File: src/rtl/param_alu_if.sv
// param_alu_if: request/result bundle between the front end and param_alu_core
interface param_alu_if #(parameter int WIDTH = 8);
  logic             start;
  logic [4:0]       op;
  logic [WIDTH-1:0] din;
  logic [WIDTH-1:0] a_out;
  logic [WIDTH-1:0] b_out;
  logic [WIDTH-1:0] y_out;
  logic [3:0]       flags;
  logic             busy;
  logic             done;
  logic             err;
  modport master (output start, op, din, input a_out, b_out, y_out, flags, busy, done, err);
  modport slave  (input start, op, din, output a_out, b_out, y_out, flags, busy, done, err);
endinterface

File: src/rtl/param_alu_core.sv
// param_alu_core: A/B/Y register ALU with N/Z/C/V flags and a WIDTH-cycle signed shift-add multiply
module param_alu_core #(parameter int WIDTH = 8) (
  input logic         clk,
  input logic         reset_n,
  param_alu_if.slave  bus
);
  localparam int W = WIDTH;
  localparam int CW = $clog2(W);
  localparam logic [CW-1:0] LAST = CW'(W - 1);
  typedef enum logic {IDLE, MUL} state_t;
  state_t state, state_nx;
  logic [W-1:0] a, b, y, res, add_s, sub_s, mplr;
  logic [3:0] flg, mflg;
  logic [2*W-1:0] acc, acc_nx, mcand, addend;
  logic [CW-1:0] cnt;
  logic done_q, err_q, add_c, sub_b, c, v, wy, last;
  assign {add_c, add_s} = {1'b0, a} + {1'b0, b};
  assign {sub_b, sub_s} = {1'b0, a} - {1'b0, b};
  assign last = cnt == LAST;
  always_comb begin
    res = '0;
    c = 1'b0;
    v = 1'b0;
    wy = 1'b1;
    case (bus.op)
      5'd0: begin
        res = add_s;
        c = add_c;
        v = (a[W-1] == b[W-1]) && (add_s[W-1] != a[W-1]);
      end
      5'd1: begin
        res = sub_s;
        c = ~sub_b;
        v = (a[W-1] != b[W-1]) && (sub_s[W-1] != a[W-1]);
      end
      5'd2: begin
        res = {a[W-2:0], 1'b0};
        c = a[W-1];
      end
      5'd3: begin
        res = {a[W-1], a[W-1:1]};
        c = a[0];
      end
      5'd4: res = (a == b) ? '0 : ($signed(a) > $signed(b)) ? W'(1) : '1;
      5'd5: res = a & b;
      5'd6: res = a | b;
      5'd7: res = a ^ b;
      5'd8: res = ~(a & b);
      5'd9: res = ~(a | b);
      5'd10: res = ~(a ^ b);
      5'd11: res = ~a;
      5'd12: begin
        res = -a;
        v = a == {1'b1, {(W-1){1'b0}}};
      end
      default: wy = 1'b0;
    endcase
  end
  // The MSB partial product carries negative weight, so the final step subtracts
  always_comb begin
    addend = mplr[0] ? mcand : '0;
    acc_nx = last ? acc - addend : acc + addend;
    mflg = {acc_nx[W-1], acc_nx[W-1:0] == '0, 1'b0, acc_nx[2*W-1:W-1] != {(W+1){acc_nx[W-1]}}};
    state_nx = (state == IDLE) ? ((bus.start && bus.op == 5'd16) ? MUL : IDLE) : (last ? IDLE : MUL);
  end
  always_ff @(posedge clk or negedge reset_n) begin
    if (!reset_n) begin
      state <= IDLE;
      a <= '0;
      b <= '0;
      y <= '0;
      flg <= '0;
      acc <= '0;
      mcand <= '0;
      mplr <= '0;
      cnt <= '0;
      done_q <= 1'b0;
      err_q <= 1'b0;
    end else begin
      state <= state_nx;
      done_q <= 1'b0;
      err_q <= 1'b0;
      if (state == MUL) begin
        acc <= acc_nx;
        mcand <= {mcand[2*W-2:0], 1'b0};
        mplr <= mplr >> 1;
        cnt <= cnt + 1'b1;
        if (last) begin
          y <= acc_nx[W-1:0];
          flg <= mflg;
          done_q <= 1'b1;
          cnt <= '0;
        end
      end else if (bus.start) begin
        if (bus.op > 5'd17) err_q <= 1'b1;
        else begin
          done_q <= bus.op != 5'd16;
          if (bus.op == 5'd16) begin
            acc <= '0;
            mcand <= {{W{a[W-1]}}, a};
            mplr <= b;
            cnt <= '0;
          end
          if (wy) begin
            y <= res;
            flg <= {res[W-1], res == '0, c, v};
          end
          case (bus.op)
            5'd13: a <= y;
            5'd14: begin
              a <= b;
              b <= a;
            end
            5'd15: a <= bus.din;
            5'd17: b <= bus.din;
            default: ;
          endcase
        end
      end
    end
  end
  assign bus.a_out = a;
  assign bus.b_out = b;
  assign bus.y_out = y;
  assign bus.flags = flg;
  assign bus.busy = state == MUL;
  assign bus.done = done_q;
  assign bus.err = err_q;
endmodule
File: src/flat_wrapper.sv
// flat-port wrapper written by rule: the top's interface ports become plain ports
module param_alu_core_flat 
#(parameter int WIDTH = 8)
  (clk, reset_n, bus_start, bus_op, bus_din, bus_a_out, bus_b_out, bus_y_out, bus_flags, bus_busy, bus_done, bus_err);
  param_alu_if #(.WIDTH(WIDTH)) bus_i ();
  input logic clk;
  input logic reset_n;
  input wire logic [$bits(bus_i.start)-1:0] bus_start;
  input wire logic [$bits(bus_i.op)-1:0] bus_op;
  input wire logic [$bits(bus_i.din)-1:0] bus_din;
  output wire logic [$bits(bus_i.a_out)-1:0] bus_a_out;
  output wire logic [$bits(bus_i.b_out)-1:0] bus_b_out;
  output wire logic [$bits(bus_i.y_out)-1:0] bus_y_out;
  output wire logic [$bits(bus_i.flags)-1:0] bus_flags;
  output wire logic [$bits(bus_i.busy)-1:0] bus_busy;
  output wire logic [$bits(bus_i.done)-1:0] bus_done;
  output wire logic [$bits(bus_i.err)-1:0] bus_err;
  assign bus_i.start = bus_start;
  assign bus_i.op = bus_op;
  assign bus_i.din = bus_din;
  assign bus_a_out = bus_i.a_out;
  assign bus_b_out = bus_i.b_out;
  assign bus_y_out = bus_i.y_out;
  assign bus_flags = bus_i.flags;
  assign bus_busy = bus_i.busy;
  assign bus_done = bus_i.done;
  assign bus_err = bus_i.err;
  param_alu_core #(.WIDTH(WIDTH)) u_core (.clk(clk), .reset_n(reset_n), .bus(bus_i));
endmodule
File: config.mk
export PLATFORM = sky130hd
export DESIGN_NAME = param_alu_core_flat
export DESIGN_NICKNAME = d
export VERILOG_FILES = /design/src/rtl/param_alu_if.sv /design/src/rtl/param_alu_core.sv /design/src/flat_wrapper.sv
export SDC_FILE = /design/constraint.sdc
export NUM_CORES = 1
export LEC_CHECK = 0
export BUFFER_PORTS_ARGS = -buffer_cell sky130_fd_sc_hd__buf_2
export CORE_ASPECT_RATIO = 2
export CORE_MARGIN = 10
export CORE_UTILIZATION = 45
export CTS_CLUSTER_DIAMETER = 50
export CTS_CLUSTER_SIZE = 40
export DETAILED_ROUTE_END_ITERATION = 6
export MAX_ROUTING_LAYER = met4
export PLACE_DENSITY = 0.64
export SYNTH_ARGS = -nofsm -noshare
export SYNTH_HDL_FRONTEND = slang
export SYNTH_SLANG_ARGS = --single-unit
File: constraint.sdc
create_clock -name clk -period 8 [get_ports clk]
set_clock_uncertainty 0.15 [all_clocks]
set_input_delay 0.8 -clock clk [delete_from_list [all_inputs] [get_ports clk]]
set_output_delay 0.8 -clock clk [all_outputs]
set_load 0.03 [all_outputs]
Word level (Yosys, flattened, before mapping). Cells that the tools add are included.

Magnitude comparators: 2. Bitwise logic cells: 10. Add/subtract/negate cells: 6. Reductions and logical operators: 16. Muxes and demuxes: 47. Equal/unequal tests: 28.

Operator list (number): 2-to-1 mux 16 bit (10); case mux 8 bit (13 select lines) (1); 2-to-1 mux 8 bit (11); == test 5 x 4 -> 1 bit (second input constant) (8); inverter 8 bit (4); case mux 8 bit (3 select lines) (1); == test 5 x 3 -> 1 bit (second input constant) (4); 2-to-1 mux 4 bit (5); adder 16 bit (1); logical NOT 8 bit (2); case mux 8 bit (2 select lines) (1); subtractor 16 bit (1); 2-to-1 mux 3 bit (5); OR reduction 13 bit (1); AND reduction 4 bit (3); 2-to-1 mux 1 bit (11); == test 5 x 2 -> 1 bit (second input constant) (2); == test 5 bit (second input constant) (2); adder 8 x 8 -> 9 bit (1); subtractor 8 x 8 -> 9 bit (1); AND 8 bit (1); == test 8 bit (1); == test 8 bit (second input constant) (1); > comparator 8 bit (1); 21 further kinds (30).

Output and inout port bits: 31. Bits of input ports: 16. Logic and storage cells: 120. Flip-flop bits (word level): 74.

Logic depth before layout (Yosys ltp). Gate-level depths: netlist (run 1).

Depth after elaboration: 9. Mapped depth: 18. Depth with buffers taken out: 16.

Worst setup path after synthesis (run 1). No wires, ideal clock.

Path type: flip-flop to flip-flop. Start: register u_core.mplr[0]. End: register u_core.flg[0] (netlist: u_core.bus.flags[0]). Setup slack: 4.187 ns. Period minus slack after synthesis: 3.813 ns. Data required time: 7.721 ns. Setup time: 0.129 ns. Buffers on the path: 3. Arrival time: 3.535 ns. Cell stages (with the launch flop): 18. Path through: dfrtp_1 -> clkbuf_1 -> buf_1 -> nand2_1 -> ha_1 -> and2_1 -> nor2_1 -> or2_2 -> o211ai_1 -> ha_1 -> clkbuf_1 -> or4_1 -> o2111a_1 -> a211oi_1 -> nand4_1 -> nor3_1 -> and4_1 -> o31ai_1.

Cells in the longest elaborated chain, start to end: 6. Elaborated cells between the ends (all ways): 7. Those cells by class: add/sub: 2; eq/ne: 1; mux: 4.

Ends and longest elaborated chain: start: declaration (RTL line param_alu_core.sv:12) `logic [W-1:0] a, b, y, res, add_s, sub_s, mplr;`; start signal: assignment (RTL line param_alu_core.sv:86) `mplr <= mplr >> 1;`; 2-to-1 mux 16 bit (*) (RTL line param_alu_core.sv:61) `addend = mplr[0] ? mcand : '0;`; adder 16 bit / subtractor 16 bit (equally long branches) (RTL line param_alu_core.sv:62) `acc_nx = last ? acc - addend : acc + addend;`; 2-to-1 mux 16 bit (*) (RTL line param_alu_core.sv:62); inequality test 8 bit (*) (RTL line param_alu_core.sv:63) `mflg = {acc_nx[W-1], acc_nx[W-1:0] == '0, 1'b0, acc_nx[2*W-1:W-1] != {(W+1){acc_nx[W-1]}}};`; 2-to-1 mux 4 bit (*) (RTL line param_alu_core.sv:88) `if (last) begin`; 2-to-1 mux 4 bit (*) (RTL line param_alu_core.sv:83) `if (state == MUL) begin`; end signal: assignment (RTL line param_alu_core.sv:90) `flg <= mflg;`; end signal: assignment (RTL line param_alu_core.sv:106) `flg <= {res[W-1], res == '0, c, v};`; end: declaration (RTL line param_alu_core.sv:13) `logic [3:0] flg, mflg;`.

Mark *: on every way between the ends. The rest lies on a longest branch, timed or not. The select of a mux whose other input is x is not followed. A chain may end at the register's enable or synchronous reset.

Final worst setup path (run 1). Same ends and word-level chain as after synthesis.

==> impl_summary.log, run 1 <==
[metrics] I/O pin total: 47
[metrics] routed wire length per instance: 26.39 um
[metrics] Die Y: 185.7 um
[metrics] placement-stage worst setup slack: 3595 ps
[metrics] Port Buffers: 46
[metrics] Synth Instances: 744
[metrics] first drt pass iteration count: 5
[metrics] Main synth FF type: dfrtp_1
[metrics] number of sinks handled by clock tree synthesis: 73
[metrics] Hold-fix buffers, CTS: 0
[metrics] drt first-iter violations: 526
[metrics] Antenna diodes: 0
[metrics] Crit. Startpoint: u_core.mplr[0]
[metrics] Final Hold Fails: 0
[metrics] share of the clock period used by the worst path: 57.09%
[metrics] number of enable-type register cells in the synthesized netlist: 0
[metrics] count of placed standard cells in the final layout, fillers left out: between 900 and 1000
[metrics] startpoint type of the worst setup path: flip-flop
[metrics] start-to-end type of the worst setup path: reg2reg
[metrics] max-cap violations: 0
[metrics] slew at the pin closest to its max-slew limit: around 1200 ps
[metrics] wire length of the first global-routing pass: 36060 um
[metrics] worst r2r src: u_core.mplr[0]
[metrics] final sum of negative setup slack: 0 ps
[metrics] sequential share of the synthesized area: 29.58%
[metrics] count of final setup violators: 0
[metrics] routability cong.: 1.072
[metrics] maximum number of pins on one net before global-route repair: 74
[metrics] number of distinct library cells after synthesis: 71
[metrics] peak fanout along the critical path: 24
[metrics] vias: 6029
[metrics] top post-synthesis cells by count: 73 x dfrtp_1, 71 x nand2_1, 61 x nor2_1
[metrics] number of filler instances in the final layout: 1286
[metrics] clock buffers created by TritonCTS: 9
[metrics] count of yosys warnings during synthesis: 0
[metrics] initial antenna violation count: 0
[metrics] pins over their slew limit: 0
[metrics] cell with the most instances after synthesis: dfrtp_1
[metrics] total global routing overflow: 0
[metrics] clock root cell: clkbuf_16
[metrics] Critical Path End Type: flip-flop
[metrics] global-route total usage across every layer: 26.25%
[metrics] result of the run: finished, final reports clean
[metrics] placeable core region: ~0.013 mm2
[metrics] die boundary width: 102.8 um
[metrics] count of buffers added by post-CTS timing repair for setup: 0
[metrics] number of nets in the synthesized netlist: 806
[metrics] Placement Rows: 60
[metrics] top cells by area in the synthesized netlist: dfrtp_1 30%, ha_1 8.7%, mux2i_1 5.0%, a21oi_1 4.8%, nand2_1 4.3%
[metrics] shortest period the worst path allows: about 4600 ps
[metrics] starting density of the core: a little under half
[metrics] worst endpoint required time: 8070 ps
[metrics] number of global-route vias before repair: 6165
[metrics] #FFs+latches synth: 73
[metrics] Clock Tree Buf Depth: 2
[metrics] reg-to-reg slack, setup: between 3000 and 4000 ps
[metrics] share of the synthesized area in the top cell type: 29.58%
[metrics] post-synthesis average cell area: 8.299 um2
[metrics] synthesis-to-layout area growth: 8.612%
[metrics] CTS tree: done
[metrics] Peak Freq: approximately 0.22 GHz
[metrics] capture instance of the worst register-to-register path: u_core.bus.flags[0]
[metrics] clock edge transition at the registers on the reported setup and hold paths: around 70 ps
[metrics] arrival time at the worst endpoint: 4640 ps
[metrics] mapped cell area: 0.006175 mm2
[metrics] final critical-path setup slack: 3432 ps
[metrics] dpl hpwl: 18820 um
[metrics] insertion delay of the later-clocked pin in the worst-skew pair: about 350 ps
[metrics] HP Class: reg2reg
[metrics] Avg Vias per Cell: 6.589
[metrics] library cell occupying the most area in the post-synthesis netlist: dfrtp_1
[metrics] number of placed instances with taps included: 899
[metrics] count of cells along the worst register-to-register path: 13
[metrics] post-detailed-routing wire length: approximately 24000 um
[metrics] Setup crit end: u_core.bus.flags[0]
[metrics] die area: 0.01909 mm2
[metrics] Final Core Density: 49.91%
[metrics] Max-Slew Margin vs Limit: 20.43%
[metrics] remaining antenna violation count after routing: 0
[metrics] unrepaired setup endpoints after global routing: no
[metrics] fraction of layout instances using a drive strength above 1: 11.84%
[metrics] PostCTS Resize Cnt: 0
[metrics] Post-synth ARST share: 100.0%
[metrics] number of nets in the finished design: 817
[metrics] number of levels in the clock H-tree: 3
[metrics] Residual DRC: 0
[worst max-delay path: stages, from the launching register on]
cell and delay (ps):
dfrtp_1 760, nand2_1 170, ha_1 250, and2_1 170, a21oi_1 290, xor2_1 350
ha_1 350, a21o_1 250, a31oi_1 360, o221ai_1 190, a311oi_1 560, nand3_1 230
nor4_1 260, o31ai_1 110
[layout make-up]
type	instances	area [um2]	area share, %
repair buffers	53	285.3	4.254
inverters	32	120.1	1.791
clock inverters	7	60.06	0.8955
flip-flops and latches	73	1828	27.26
clock buffers	9	225.2	3.358
multi-input cells	586	3994	59.55
well taps	155	193.9	2.892
[registers in the layout, indices dropped and copies added, names as in the netlist]
register	count
u_core.acc	16
u_core.mcand	16
u_core.bus.a_out	8
u_core.bus.b_out	8
u_core.bus.y_out	8
u_core.mplr	8
u_core.bus.flags	3
u_core.cnt	3
u_core.bus.busy	1
u_core.bus.done	1
u_core.bus.err	1
[stage by stage]
step / area, um2 / hold WS, ps
global route: 6706 / 368.9
global placement: 6421 / 314.8
detailed placement: 6421 / 324.4
finish: 6706 / 337.0
CTS: 6706 / 339.1
floorplan: 6175 / 298.3
[routing by layer]
| layer | global-route usage (%) | vias to the layer above | share of wire [%] | wire, um |
|---|---|---|---|---|
| met5 | - | - | 0 | 0 |
| met4 | 22.94 | 0 | 8.9 | 2152 |
| met3 | 3.158 | 103 | 4.0 | 958 |
| met2 | 47.54 | 270 | 55 | 13330 |
| met1 | 22.88 | 2891 | 32 | 7708 |
| li1 | - | 2765 | - | - |
[placed cells by master, fill, tap and decap left out, drive strengths merged, types with 21 or more instances in the layout]
cell   count
a21oi     59
buf       53
dfrtp     73
ha        43
inv       35
mux2i     31
nand2     71
nor2      61
nor3      21
o21ai     47
[logic make-up after synthesis]
| group | Yosys count | synth area share [%] |
|---|---|---|
| buffers and inverters | 85 | 5.917 |
| AO/OA/AOI/OAI | 226 | 24.92 |
| adder cells (fa/ha/maj) | 46 | 9.686 |
| AND/OR/NAND/NOR | 252 | 20.34 |
| XOR/XNOR | 28 | 3.972 |
| flip-flops | 73 | 29.58 |
| multiplexers | 34 | 5.572 |
[worst min path at each step]
stage,start,endpoint,slack [ps],depth (start not counted)
after floorplan,u_core.mplr[7],u_core.mplr[7],300,2
after global placement,u_core.mplr[4],u_core.mplr[4],310,2
after detailed placement,u_core.mplr[6],u_core.mplr[6],320,2
after CTS,u_core.mplr[6],u_core.mplr[6],340,2
after global routing,u_core.cnt[0],u_core.cnt[0],370,1
final,u_core.mplr[6],u_core.mplr[6],340,2
Power of run 1 is not shown: default switching activity piles up to over one toggle a cycle in this logic, so the estimate is an artifact.
==> run 2, diff against run 1 <==
--- a/config.mk
+++ b/config.mk
@@ -13,7 +13,7 @@
 export CTS_CLUSTER_SIZE = 40
 export DETAILED_ROUTE_END_ITERATION = 6
 export MAX_ROUTING_LAYER = met4
-export PLACE_DENSITY = 0.64
+export PLACE_DENSITY = 0.66
 export SYNTH_ARGS = -nofsm -noshare
 export SYNTH_HDL_FRONTEND = slang
 export SYNTH_SLANG_ARGS = --single-unit
==> constraint.sdc (replaced) <==
create_clock -name clk -period 3.9 [get_ports clk]
set_clock_uncertainty 0.15 [all_clocks]
set_input_delay 0.39 -clock clk [delete_from_list [all_inputs] [get_ports clk]]
set_output_delay 0.39 -clock clk [all_outputs]
set_load 0.03 [all_outputs]
==> impl_summary.log, run 2 (synthesized netlist as in run 1, its figures left out) <==
[metrics] result of the run: finished, violations left
[metrics] failing checks: DRC
[metrics] Hold-fix buffers, CTS: 0 (unchanged)
[metrics] clock buffers created by TritonCTS: 9 (unchanged)
[metrics] Port Buffers: 46 (unchanged)
[metrics] die area: 0.01909 mm2 (unchanged)
[metrics] number of sinks handled by clock tree synthesis: 73 (unchanged)
[metrics] wire length of the first global-routing pass: 34590 um (-4.1%)
[metrics] total global routing overflow: 0 (unchanged)
[metrics] shortest period the worst path allows: 3672 ps (-895.5 ps)
[metrics] slew at the pin closest to its max-slew limit: 1053 ps (-130.7 ps)
[metrics] routed wire length per instance: 23.58 um (-11%)
[metrics] placeable core region: 0.01344 mm2 (unchanged)
[metrics] Critical Path End Type: flip-flop
[metrics] Peak Freq: 0.2723 GHz (+24%)
[metrics] remaining antenna violation count after routing: 0 (unchanged)
[metrics] starting density of the core: 45.95% (unchanged)
[metrics] Final Hold Fails: 0 (unchanged)
[metrics] count of final setup violators: 0 (unchanged)
[metrics] Max-Slew Margin vs Limit: 29.66% (+9.2 points)
[metrics] clock root cell: clkbuf_16
[metrics] first drt pass iteration count: 7 (+2)
[metrics] commonest cells after routing, fill and taps aside: 71 x dfrtp_1, 70 x nand2_1, 61 x nor2_1
[metrics] Avg Vias per Cell: 6.438 (-2.3%)
[metrics] worst path cell trace: nand2_1 -> ha_1 -> and2_1 -> nor2_1 -> or2_2 -> o211ai_1 -> ha_1 -> or4_1 -> o21ai_2 -> o311ai_0 -> xnor2_1 -> nor3_1 -> and4_1 -> o31ai_1
[metrics] worst hold slack after final layout: 33.18 ps (-303.8 ps)
[metrics] initial antenna violation count: 0 (unchanged)
[metrics] pins over their slew limit: 0 (unchanged)
[metrics] most frequent standard cell in the layout excluding fill and tap cells: dfrtp_1
[metrics] count of buffers added by post-CTS timing repair for setup: 0 (unchanged)
[metrics] CP peak stage delay: 510 ps (-250 ps)
[metrics] largest registers: u_core.acc: 16 flops, u_core.mcand: 16 flops
[metrics] die boundary width: 102.8 um (unchanged)
[metrics] startpoint type of the worst setup path: flip-flop
[metrics] vias: 6180 (+2.5%)
[metrics] routability cong.: 1.033 (-3.6%)
[metrics] fraction of layout instances using a drive strength above 1: 19.01% (+7.2 points)
[metrics] start-to-end type of the worst setup path: reg2reg
[metrics] number of filler instances in the final layout: 1291 (+0.39%)
[metrics] post-detailed-routing wire length: 22630 um (-6.3%)
[metrics] number of global-route vias before repair: 6381 (+3.5%)
[metrics] number of nets in the finished design: 862 (+5.5%)
[metrics] maximum number of pins on one net before global-route repair: 74 (unchanged)
[metrics] top routing layer used: met4
[metrics] CTS tree: done
[metrics] Antenna diodes: 0 (unchanged)
[metrics] wire length on met1: 7423 um (-3.7%)
[metrics] synthesis-to-layout area growth: 16.01%
[metrics] met3 layer wire length in the routed design: 753 um (-21%)
[metrics] Clock Tree Buf Depth: 2 (unchanged)
[metrics] max-cap violations: 0 (unchanged)
[metrics] Die Y: 185.7 um (unchanged)
[metrics] Critical Path Most Common Cell: ha_1
[metrics] Placed Area: 0.006759 mm2 (+5.3%)
[metrics] share of the clock period used by the worst path: 94.15% (+37 points)
[metrics] I/O pin total: 47 (unchanged)
[metrics] arrival time at the worst endpoint: 3770 ps (-870 ps)
[metrics] drt first-iter violations: 375 (-29%)
[metrics] insertion delay of the later-clocked pin in the worst-skew pair: 340 ps (about the same)
[metrics] worst endpoint required time: 4000 ps (-4070 ps)
[metrics] Residual DRC: 4 (+4)
[metrics] met2 layer wire length in the routed design: 12360 um (-7.3%)
[metrics] Finished Cell Area: 0.007163 mm2 (+6.8%)
[metrics] clock edge transition at the registers on the reported setup and hold paths: 70 ps (about the same)
[metrics] number of levels in the clock H-tree: 3 (unchanged)
[metrics] Critical-path top delay cell: or4_1
[metrics] dpl hpwl: 17740 um (-5.7%)
[metrics] HP Class: in2async
[metrics] global-route total usage across every layer: 24.64% (-1.6 points)
[metrics] peak fanout along the critical path: 9 (-63%)
[metrics] Placement Rows: 60 (unchanged)
[metrics] final sum of negative setup slack: 0 ps (unchanged)
[run 2: changes by cell type in the layout (fill, tap and decap cells not counted), sizes merged]
cell      previous run  this run
clkbuf               9        10
clkinv               1         3
inv                 35        33
bufinv               0         1
clkinvlp             3         1
buf                 53        98
[run 2: per-stage QoR]
stage | utilization (%) | worst slack, ps | cells
6_report | 53.31 | 228.0 | 960
5_1_grt | 53.31 | -28.56 | 960
4_1_cts | 52.64 | 0.08171 | 960
3_5_place_dp | 50.30 | 32.78 | 944
3_3_place_gp | 50.30 | 45.95 | 944
2_1_floorplan | - | 86.60 | 744
[run 2: path summary, 6_finish.rpt]
| kind | cells after the start | slack [ps] | end | startpoint |
|---|---|---|---|---|
| setup / recovery | 14 | 230 | u_core.bus.flags[0] | u_core.mcand[0] |
| hold / removal | 1 | 30 | u_core.mcand[9] | reset_n |
| setup reg to reg | 14 | 230 | u_core.bus.flags[0] | u_core.mcand[0] |
| hold reg to reg | 2 | 330 | u_core.acc[0] | u_core.acc[0] |
| max in group asynchronous | 1 | 2930 | u_core.bus.busy | reset_n |
| min in group clk | 3 | 230 | u_core.bus.b_out[1] | bus_din[1] |
[run 2: worst max-delay path: cells and delay by family, from the launching register on]
family,cells,cell delay (ps)
simple gates,7,1400
fa+ha+maj,2,550
xor+xnor,1,290
flops,1,430
compound gates,4,740
[run 2: what timing repair did]
item / in CTS / in global routing
setup endpoints to repair: 0 / 2
hold endpoints to repair: 0 / 0
gates resized for setup: 0 / 19
[run 2: layer usage]
metal,up-vias,GRT usage (%)
li1,2873,-
met1,2951,22.21
met2,239,44.77
met3,117,2.377
met4,0,20.31
met5,-,-
[run 2: cell type report]
type                    count  area (um2)  area share [%]
multi-input cells         586        4083           57.00
flip-flops and latches     73        1829           25.54
repair buffers             98       623.1           8.699
clock buffers              10       239.0           3.336
well taps                 155       193.9           2.707
inverters                  32       120.1           1.677
clock inverters             6       75.07           1.048
Power of run 2 is left out for the same reason.
